===== src/rtl/prv32_div_sequencer.sv =====
// ----------------------------------------------------------------------------
// prv32_div_sequencer
//   Iterative RV32M divide/remainder unit (DIV, DIVU, REM, REMU) that sits
//   beside the EX-stage ALU. Uses a restoring divider that produces one
//   quotient bit per cycle. Divide-by-zero and signed overflow are resolved
//   in the accept cycle without iterating.
//
// Ports
//   clk     : system clock, rising edge
//   rst     : asynchronous active-low reset
//   start   : issue request, sampled only while idle
//   flush   : synchronous abort of an in-flight op (no done, result kept)
//   alufn   : ALU function; [4:2] must be 3'b110, [1:0] selects the op
//             00 DIV, 01 DIVU, 10 REM, 11 REMU
//   a, b    : dividend / divisor, latched on accept
//   busy    : high in every state except idle (pipeline stall)
//   done    : one-cycle pulse, result valid
//   result  : quotient or remainder, held until the next accepted start
//   dz      : divisor was zero, same timing and hold as result
// ----------------------------------------------------------------------------
module prv32_div_sequencer #(
  parameter int unsigned XLEN = 32
) (
  input  logic            clk,
  input  logic            rst,
  input  logic            start,
  input  logic            flush,
  input  logic [4:0]      alufn,
  input  logic [XLEN-1:0] a,
  input  logic [XLEN-1:0] b,
  output logic            busy,
  output logic            done,
  output logic [XLEN-1:0] result,
  output logic            dz
);

  localparam int unsigned     CW      = $clog2(XLEN);
  localparam logic [2:0]      DIV_GRP = 3'b110;
  localparam logic [XLEN-1:0] MIN_NEG = {1'b1, {(XLEN-1){1'b0}}};
  localparam logic [XLEN-1:0] ALL_ONE = {XLEN{1'b1}};

  typedef enum logic [1:0] {
    S_IDLE = 2'd0,
    S_CALC = 2'd1,
    S_FIX  = 2'd2,
    S_DONE = 2'd3
  } state_t;

  state_t state;
  state_t state_nxt;

  // Working registers
  logic [CW-1:0]   cnt;
  logic [XLEN-1:0] dvd;     // dividend shifting out, quotient shifting in
  logic [XLEN-1:0] dvs;     // divisor magnitude
  logic [XLEN-1:0] rem;     // partial remainder
  logic            neg_q;
  logic            neg_r;
  logic            op_rem;

  // Decode of the request presented in the accept cycle
  logic            sgn_c;
  logic            rem_sel_c;
  logic            accept_c;
  logic            div_zero_c;
  logic            overflow_c;
  logic            special_c;
  logic [XLEN-1:0] special_res_c;
  logic [XLEN-1:0] abs_a_c;
  logic [XLEN-1:0] abs_b_c;

  assign sgn_c      = ~alufn[0];
  assign rem_sel_c  = alufn[1];
  assign accept_c   = (state == S_IDLE) && start && (alufn[4:2] == DIV_GRP);
  assign div_zero_c = (b == '0);
  assign overflow_c = sgn_c && (a == MIN_NEG) && (b == ALL_ONE);
  assign special_c  = div_zero_c || overflow_c;
  assign abs_a_c    = (sgn_c && a[XLEN-1]) ? (~a + XLEN'(1)) : a;
  assign abs_b_c    = (sgn_c && b[XLEN-1]) ? (~b + XLEN'(1)) : b;

  // Divide-by-zero takes priority; overflow can only occur with b != 0.
  always_comb begin
    special_res_c = '0;
    if (div_zero_c) begin
      special_res_c = rem_sel_c ? a : ALL_ONE;
    end else if (overflow_c) begin
      special_res_c = rem_sel_c ? '0 : MIN_NEG;
    end
  end

  // One restoring step; the extra top bit keeps the compare overflow-free.
  logic [XLEN:0]   shift_c;
  logic [XLEN:0]   diff_c;
  logic            ge_c;
  logic [XLEN-1:0] rem_nxt_c;
  logic [XLEN-1:0] dvd_nxt_c;

  assign shift_c   = {rem, dvd[XLEN-1]};
  assign diff_c    = shift_c - {1'b0, dvs};
  assign ge_c      = (shift_c >= {1'b0, dvs});
  assign rem_nxt_c = ge_c ? diff_c[XLEN-1:0] : shift_c[XLEN-1:0];
  assign dvd_nxt_c = {dvd[XLEN-2:0], ge_c};

  // Sign correction and quotient/remainder select
  logic [XLEN-1:0] q_fix_c;
  logic [XLEN-1:0] r_fix_c;
  logic [XLEN-1:0] fix_res_c;

  assign q_fix_c   = neg_q ? (~dvd + XLEN'(1)) : dvd;
  assign r_fix_c   = neg_r ? (~rem + XLEN'(1)) : rem;
  assign fix_res_c = op_rem ? r_fix_c : q_fix_c;

  // State register
  always_ff @(posedge clk or negedge rst) begin
    if (!rst) begin
      state <= S_IDLE;
    end else begin
      state <= state_nxt;
    end
  end

  // Next-state logic; flush overrides every non-idle transition
  always_comb begin
    state_nxt = state;
    case (state)
      S_IDLE: begin
        if (accept_c) begin
          state_nxt = special_c ? S_DONE : S_CALC;
        end
      end
      S_CALC: begin
        if (cnt == CW'(XLEN-1)) begin
          state_nxt = S_FIX;
        end
      end
      S_FIX:  state_nxt = S_DONE;
      S_DONE: state_nxt = S_IDLE;
      default: state_nxt = S_IDLE;
    endcase
    if (flush && (state != S_IDLE)) begin
      state_nxt = S_IDLE;
    end
  end

  // Datapath: operand setup on accept, one iteration per CALC cycle
  always_ff @(posedge clk or negedge rst) begin
    if (!rst) begin
      cnt    <= '0;
      dvd    <= '0;
      dvs    <= '0;
      rem    <= '0;
      neg_q  <= 1'b0;
      neg_r  <= 1'b0;
      op_rem <= 1'b0;
    end else if (accept_c) begin
      cnt    <= '0;
      dvd    <= abs_a_c;
      dvs    <= abs_b_c;
      rem    <= '0;
      neg_q  <= sgn_c && (a[XLEN-1] ^ b[XLEN-1]);
      neg_r  <= sgn_c && a[XLEN-1];
      op_rem <= rem_sel_c;
    end else if (state == S_CALC) begin
      cnt <= cnt + CW'(1);
      dvd <= dvd_nxt_c;
      rem <= rem_nxt_c;
    end
  end

  // Registered outputs; result/dz change only on entry to DONE
  always_ff @(posedge clk or negedge rst) begin
    if (!rst) begin
      busy   <= 1'b0;
      done   <= 1'b0;
      result <= '0;
      dz     <= 1'b0;
    end else begin
      busy <= (state_nxt != S_IDLE);
      done <= (state_nxt == S_DONE);
      if (state_nxt == S_DONE) begin
        if (state == S_IDLE) begin
          result <= special_res_c;
          dz     <= div_zero_c;
        end else begin
          result <= fix_res_c;
          dz     <= 1'b0;
        end
      end
    end
  end

endmodule


===== config.mk =====
export PLATFORM = sky130hd
export DESIGN_NAME = prv32_div_sequencer
export DESIGN_NICKNAME = d
export VERILOG_FILES = /design/src/rtl/prv32_div_sequencer.sv
export SDC_FILE = /design/constraint.sdc
export NUM_CORES = 1
export LEC_CHECK = 0
export BUFFER_PORTS_ARGS = -buffer_cell sky130_fd_sc_hd__buf_2
export CAP_MARGIN = 20
export CELL_PAD_IN_SITES_DETAIL_PLACEMENT = 0
export CELL_PAD_IN_SITES_GLOBAL_PLACEMENT = 1
export CORE_MARGIN = 10
export CORE_UTILIZATION = 49
export CTS_BUF_LIST = sky130_fd_sc_hd__clkbuf_16
export CTS_CLUSTER_DIAMETER = 40
export DETAILED_ROUTE_END_ITERATION = 16
export PLACE_DENSITY_LB_ADDON = 0.1
export SKIP_CTS_REPAIR_TIMING = 1
export SLEW_MARGIN = 20
export SYNTH_ARGS = -nofsm -noshare
export SYNTH_HDL_FRONTEND = slang
export SYNTH_SLANG_ARGS = --single-unit

===== constraint.sdc =====
create_clock -name clk -period 7.78 [get_ports clk]
set_clock_uncertainty 0.1 [all_clocks]
set_input_delay 1.556 -clock clk [delete_from_list [all_inputs] [get_ports clk]]
set_output_delay 1.556 -clock clk [all_outputs]
set_load 0.005 [all_outputs]

* Word level (Yosys, flattened, before mapping)
Index checks and enable logic that the tools add are counted.
Word-level totals: register bits 141, output and inout port bits 35, word-level logic and storage cells 70
Cells by class: $add $sub $neg 6, $lt $le $gt $ge 1, equal/unequal tests 8, mux-type cells 23, bitwise logic cells 6, reductions and logical operators 14
Operators by type and width (number):
- $mux 32 | 15
- $add 32x1->32 const B | 4
- $not 32->32 | 4
- $eq 32x32->1 const B | 2
- $ge 33x32->1 | 1
- $logic_not 32->1 | 1
- $sub 32x32->32 | 1
- $mux 5 | 2
- $logic_and 1x1->1 | 8
- $mux 2 | 4
- $pmux 2 s4 | 1
- $eq 2x2->1 const B | 3
- $reduce_bool 2->1 | 3
- $add 5x1->5 const B | 1
- $eq 5x5->1 const B | 1
- $eq 3x3->1 const B | 1
- $eq 2x1->1 const B | 1
- $logic_not 2->1 | 1
- $logic_or 1x1->1 | 1
- $mux 1 | 1
- $not 1->1 | 1
- $xor 1x1->1 | 1

* Longest topological paths before layout
depth after elaboration 9, depth in mapped cells 13, mapped depth without buffers 13

* Worst setup path after synthesis
OpenSTA, ideal clock, no wires.
kind input -> register, start input b[0], end register result[23], setup time 0.129 ns, arrival 3.771 ns, path slack 3.779 ns, cell stages on the path 12, path buffers 2, path through inv_1 > ha_1 > or4b_1 > nor3_1 > nand3_1 > nor4_4 > o21ai_1 > and2_4 > clkinv_2 > buf_6 > buf_4 > a31oi_1
On the way: word-level cells in the longest chain between the ends 8
RTL lines:
- start: declaration | line 30 | input logic [XLEN-1:0] b,
- $eq 32x32->1 | line 76 | assign overflow_c = sgn_c && (a == MIN_NEG) && (b == ALL_ONE);
- $logic_and 1x1->1 | line 76
- $logic_or 1x1->1 | line 77 | assign special_c = div_zero_c || overflow_c;
- $mux 2 | line 128 | state_nxt = special_c ? S_DONE : S_CALC;
- $mux 2 | line 127 | if (accept_c) begin
- $pmux 2 s4 | line 125 | case (state)
- $mux 2 | line 140 | if (flush && (state != S_IDLE)) begin
- $eq 2x2->1 | line 180 | if (state_nxt == S_DONE) begin
- end signal: assignment | line 182 | result <= special_res_c;
- end signal: assignment | line 185 | result <= fix_res_c;
- end: declaration | line 33 | output logic [XLEN-1:0] result,
Parallel ways exist; a longest one is shown, timed or not. A chain may end at the register's enable or synchronous reset.

* Final worst setup path
start input b[0], end register result[15]
Same word-level chain as after synthesis.

==> impl_metrics.json <==
{
  "reg2regPathDepth": 11,
  "placed_cells": 1635,
  "h-tree-depth": 4,
  "routed_wl_um": 32500,
  "ys_types": 76,
  "switching_share_pct": 44.8,
  "p_sw_mw": 1.91,
  "ys_async_sr_fraction_pct": 100,
  "initial_utilization_pct": 49.6,
  "setup_viol": 0,
  "gp_congestion": 0.907,
  "fillerInstances": 2101,
  "timing.fmax_mhz": 203,
  "p_leak_nw": 5.28,
  "grt_max_degree": 94,
  "num_rows": 54,
  "cp_max_fo": 61,
  "p_clk_share_pct": 18.8,
  "drive_gt1_share_pct": 13.0,
  "max-slew-margin-rel_pct": 31.3,
  "clock_sinks": 141,
  "synth.avg_cell_area_sq_um": 8.23,
  "p_comb_share_pct": 51.7,
  "hold_class": "flop to flop",
  "syn_to_final_growth_pct": 11.6,
  "clockBufferDepth": 2,
  "maxSlewViolCount": 0,
  "grt_pass1_vias": 9689,
  "vias": 9994,
  "vias_per_cell": 6.00,
  "start_kind": "primary input",
  "grt_pass1_wl_um": 52700,
  "endpoint_kind": "flop",
  "ant_nets": 0,
  "peakVddDrop_mv": 0.343,
  "tightest_slew_ns": 1.03,
  "clkTransAtPathRegs_ns": 0.06,
  "period_minus_slack_ns": 4.93,
  "cts-root-buf": "clkbuf_16",
  "cts_tree": "yes",
  "internal_power_mw": 2.35,
  "diodes": 0,
  "hold_path_depth": 2,
  "syn_nets": 1424,
  "final_cell_mix": "o21ai_0 (175), dfrtp_1 (141), nand2_1 (130)",
  "maxCapViolations": 0,
  "status": "complete, no violations",
  "tns_ns": 0,
  "synth_seq_cells": 141,
  "synth_edf_count": 0,
  "syn_area_sq_um": 10800,
  "hpwl_um": 23600,
  "arrival_ns": 5.14,
  "worstPathRequired_ns": 7.99,
  "crit_type": "primary input to flop",
  "io_pins": 108,
  "drt-initial-drc-count": 792,
  "stdcell_count": 1667,
  "post_dp_cell_area_sq_um": 11500,
  "die_area_sq_um": 28400,
  "gr-total-overflow": 0,
  "insertion_delay_ns": 0.43,
  "grt_use_total_pct": 22.5,
  "die_x_um": 168,
  "drc": 0,
  "port_buffers": 107,
  "pwr-share-seq_pct": 29.6,
  "antenna_found_initial": 0,
  "layout.nets": 1487,
  "final_common_cell": "o21ai_0",
  "netlist_instances": 1311,
  "powerDensity_nw_per_um2": 354,
  "place_ws_ns": 2.49,
  "die_y_um": 168,
  "core_sq_um": 21800,
  "setup_ws_ns": 2.85,
  "min_period_over_period_pct": 63.3,
  "drt_first_pass_iters": 6,
  "stdcell_area_sq_um": 12000,
  "cts_buffers": 17,
  "yosys_warnings": 0,
  "ys_dominant_reg_cell": "dfrtp_1",
  "rsz0062_at_grt": "false",
  "seq_area_frac_synth_pct": 32.7,
  "wire_per_inst_um": 19.5,
  "finalHoldViolations": 0
}
power groups by stage:
stage / sequential (mW) / combinational, mW / clock (mW)
after floorplan: 1.15 / 1.73 / 0
after global placement: 1.26 / 2.16 / 0
after detailed placement: 1.27 / 2.18 / 0
after CTS: 1.26 / 2.20 / 0.807
after global routing: 1.30 / 2.47 / 0.840
final: 1.26 / 2.20 / 0.800
through the flow:
step	power, mW	hold WS (ns)	util (%)
global route	4.61	0.410	55.4
floorplan	2.88	0.350	-
global placement	3.43	0.363	52.8
finish	4.26	0.380	55.4
detailed placement	3.45	0.370	52.8
CTS	4.26	0.386	55.3
cell families (layout without fill, tap and decap cells):
group | after synthesis | count (layout) | synth area share (%)
AND/OR/NAND/NOR | 394 | 394 | 18.1
multiplexers | 32 | 32 | 3.05
XOR/XNOR | 148 | 148 | 12.0
adder cells (fa/ha/maj) | 40 | 40 | 4.71
flip-flops | 141 | 141 | 32.7
buffers and inverters | 125 | 201 | 4.63
AO/OA/AOI/OAI | 431 | 431 | 24.8
metal layers:
| layer | part of all wire (%) | up-vias | global-route usage [%] |
|---|---|---|---|
| met4 | 1.6 | 0 | 5.60 |
| met2 | 47 | 274 | 36.3 |
| met5 | 0 | - | 0 |
| met3 | 4.7 | 29 | 3.80 |
| li1 | - | 4871 | - |
| met1 | 46 | 4820 | 30.8 |
synth_stat cells (28+ instances only):
cell	count	area [sq um]
nand3_1	42	210
o211ai_1	28	210
o21ai_0	175	876
ha_1	39	488
dfrtp_1	141	3530
inv_1	51	191
xnor2_1	74	648
nor2_1	91	342
a21oi_1	66	330
o31ai_1	28	210
a31oi_1	28	175
a22oi_1	30	225
clkbuf_1	60	225
xor2_1	74	648
mux2i_1	28	280
nand2_1	130	488
critical path, stage by stage:
cell and delay, ns:
buf_2 0.13, inv_1 0.08, ha_1 0.18, or4b_1 0.54, nor3_1 0.41, nand3_1 0.30, nor4_4 0.54, o21ai_1 0.20
and2_4 0.21, clkinv_2 0.55, mux2_2 0.41
layout make-up:
cell class | instances | area, sq um | area share (%)
multi-input cells | 1045 | 6790 | 56.4
flip-flops and latches | 141 | 3530 | 29.3
repair buffers | 117 | 617 | 5.12
clock buffers | 17 | 425 | 3.53
clock inverters | 15 | 138 | 1.14
inverters | 52 | 196 | 1.63
well taps | 280 | 350 | 2.91
path summary, 6_finish.rpt:
check,from,to,slack [ns]
max,b[0],result[15]$_DFFE_PN0P_,2.85
max reg2reg,rem[8]$_DFFE_PN0P_,rem[27]$_DFFE_PN0P_,3.92
min,dvs[19]$_DFFE_PN0P_,dvs[19]$_DFFE_PN0P_,0.38
min in group asynchronous,rst,dvs[4]$_DFFE_PN0P_,1.04
max in group asynchronous,rst,dvd[0]$_DFFE_PN0P_,5.02
min reg2reg,dvs[19]$_DFFE_PN0P_,dvs[19]$_DFFE_PN0P_,0.38
flip-flops by register name, indices dropped and copies added (netlist names):
register,count
busy,1
dvs,32
result,32
done,1
rem,32
dz,1
cnt,5
neg_r,1
neg_q,1
dvd,32
state,2
op_rem,1
Note: power is estimated with default switching activity, not from simulation.
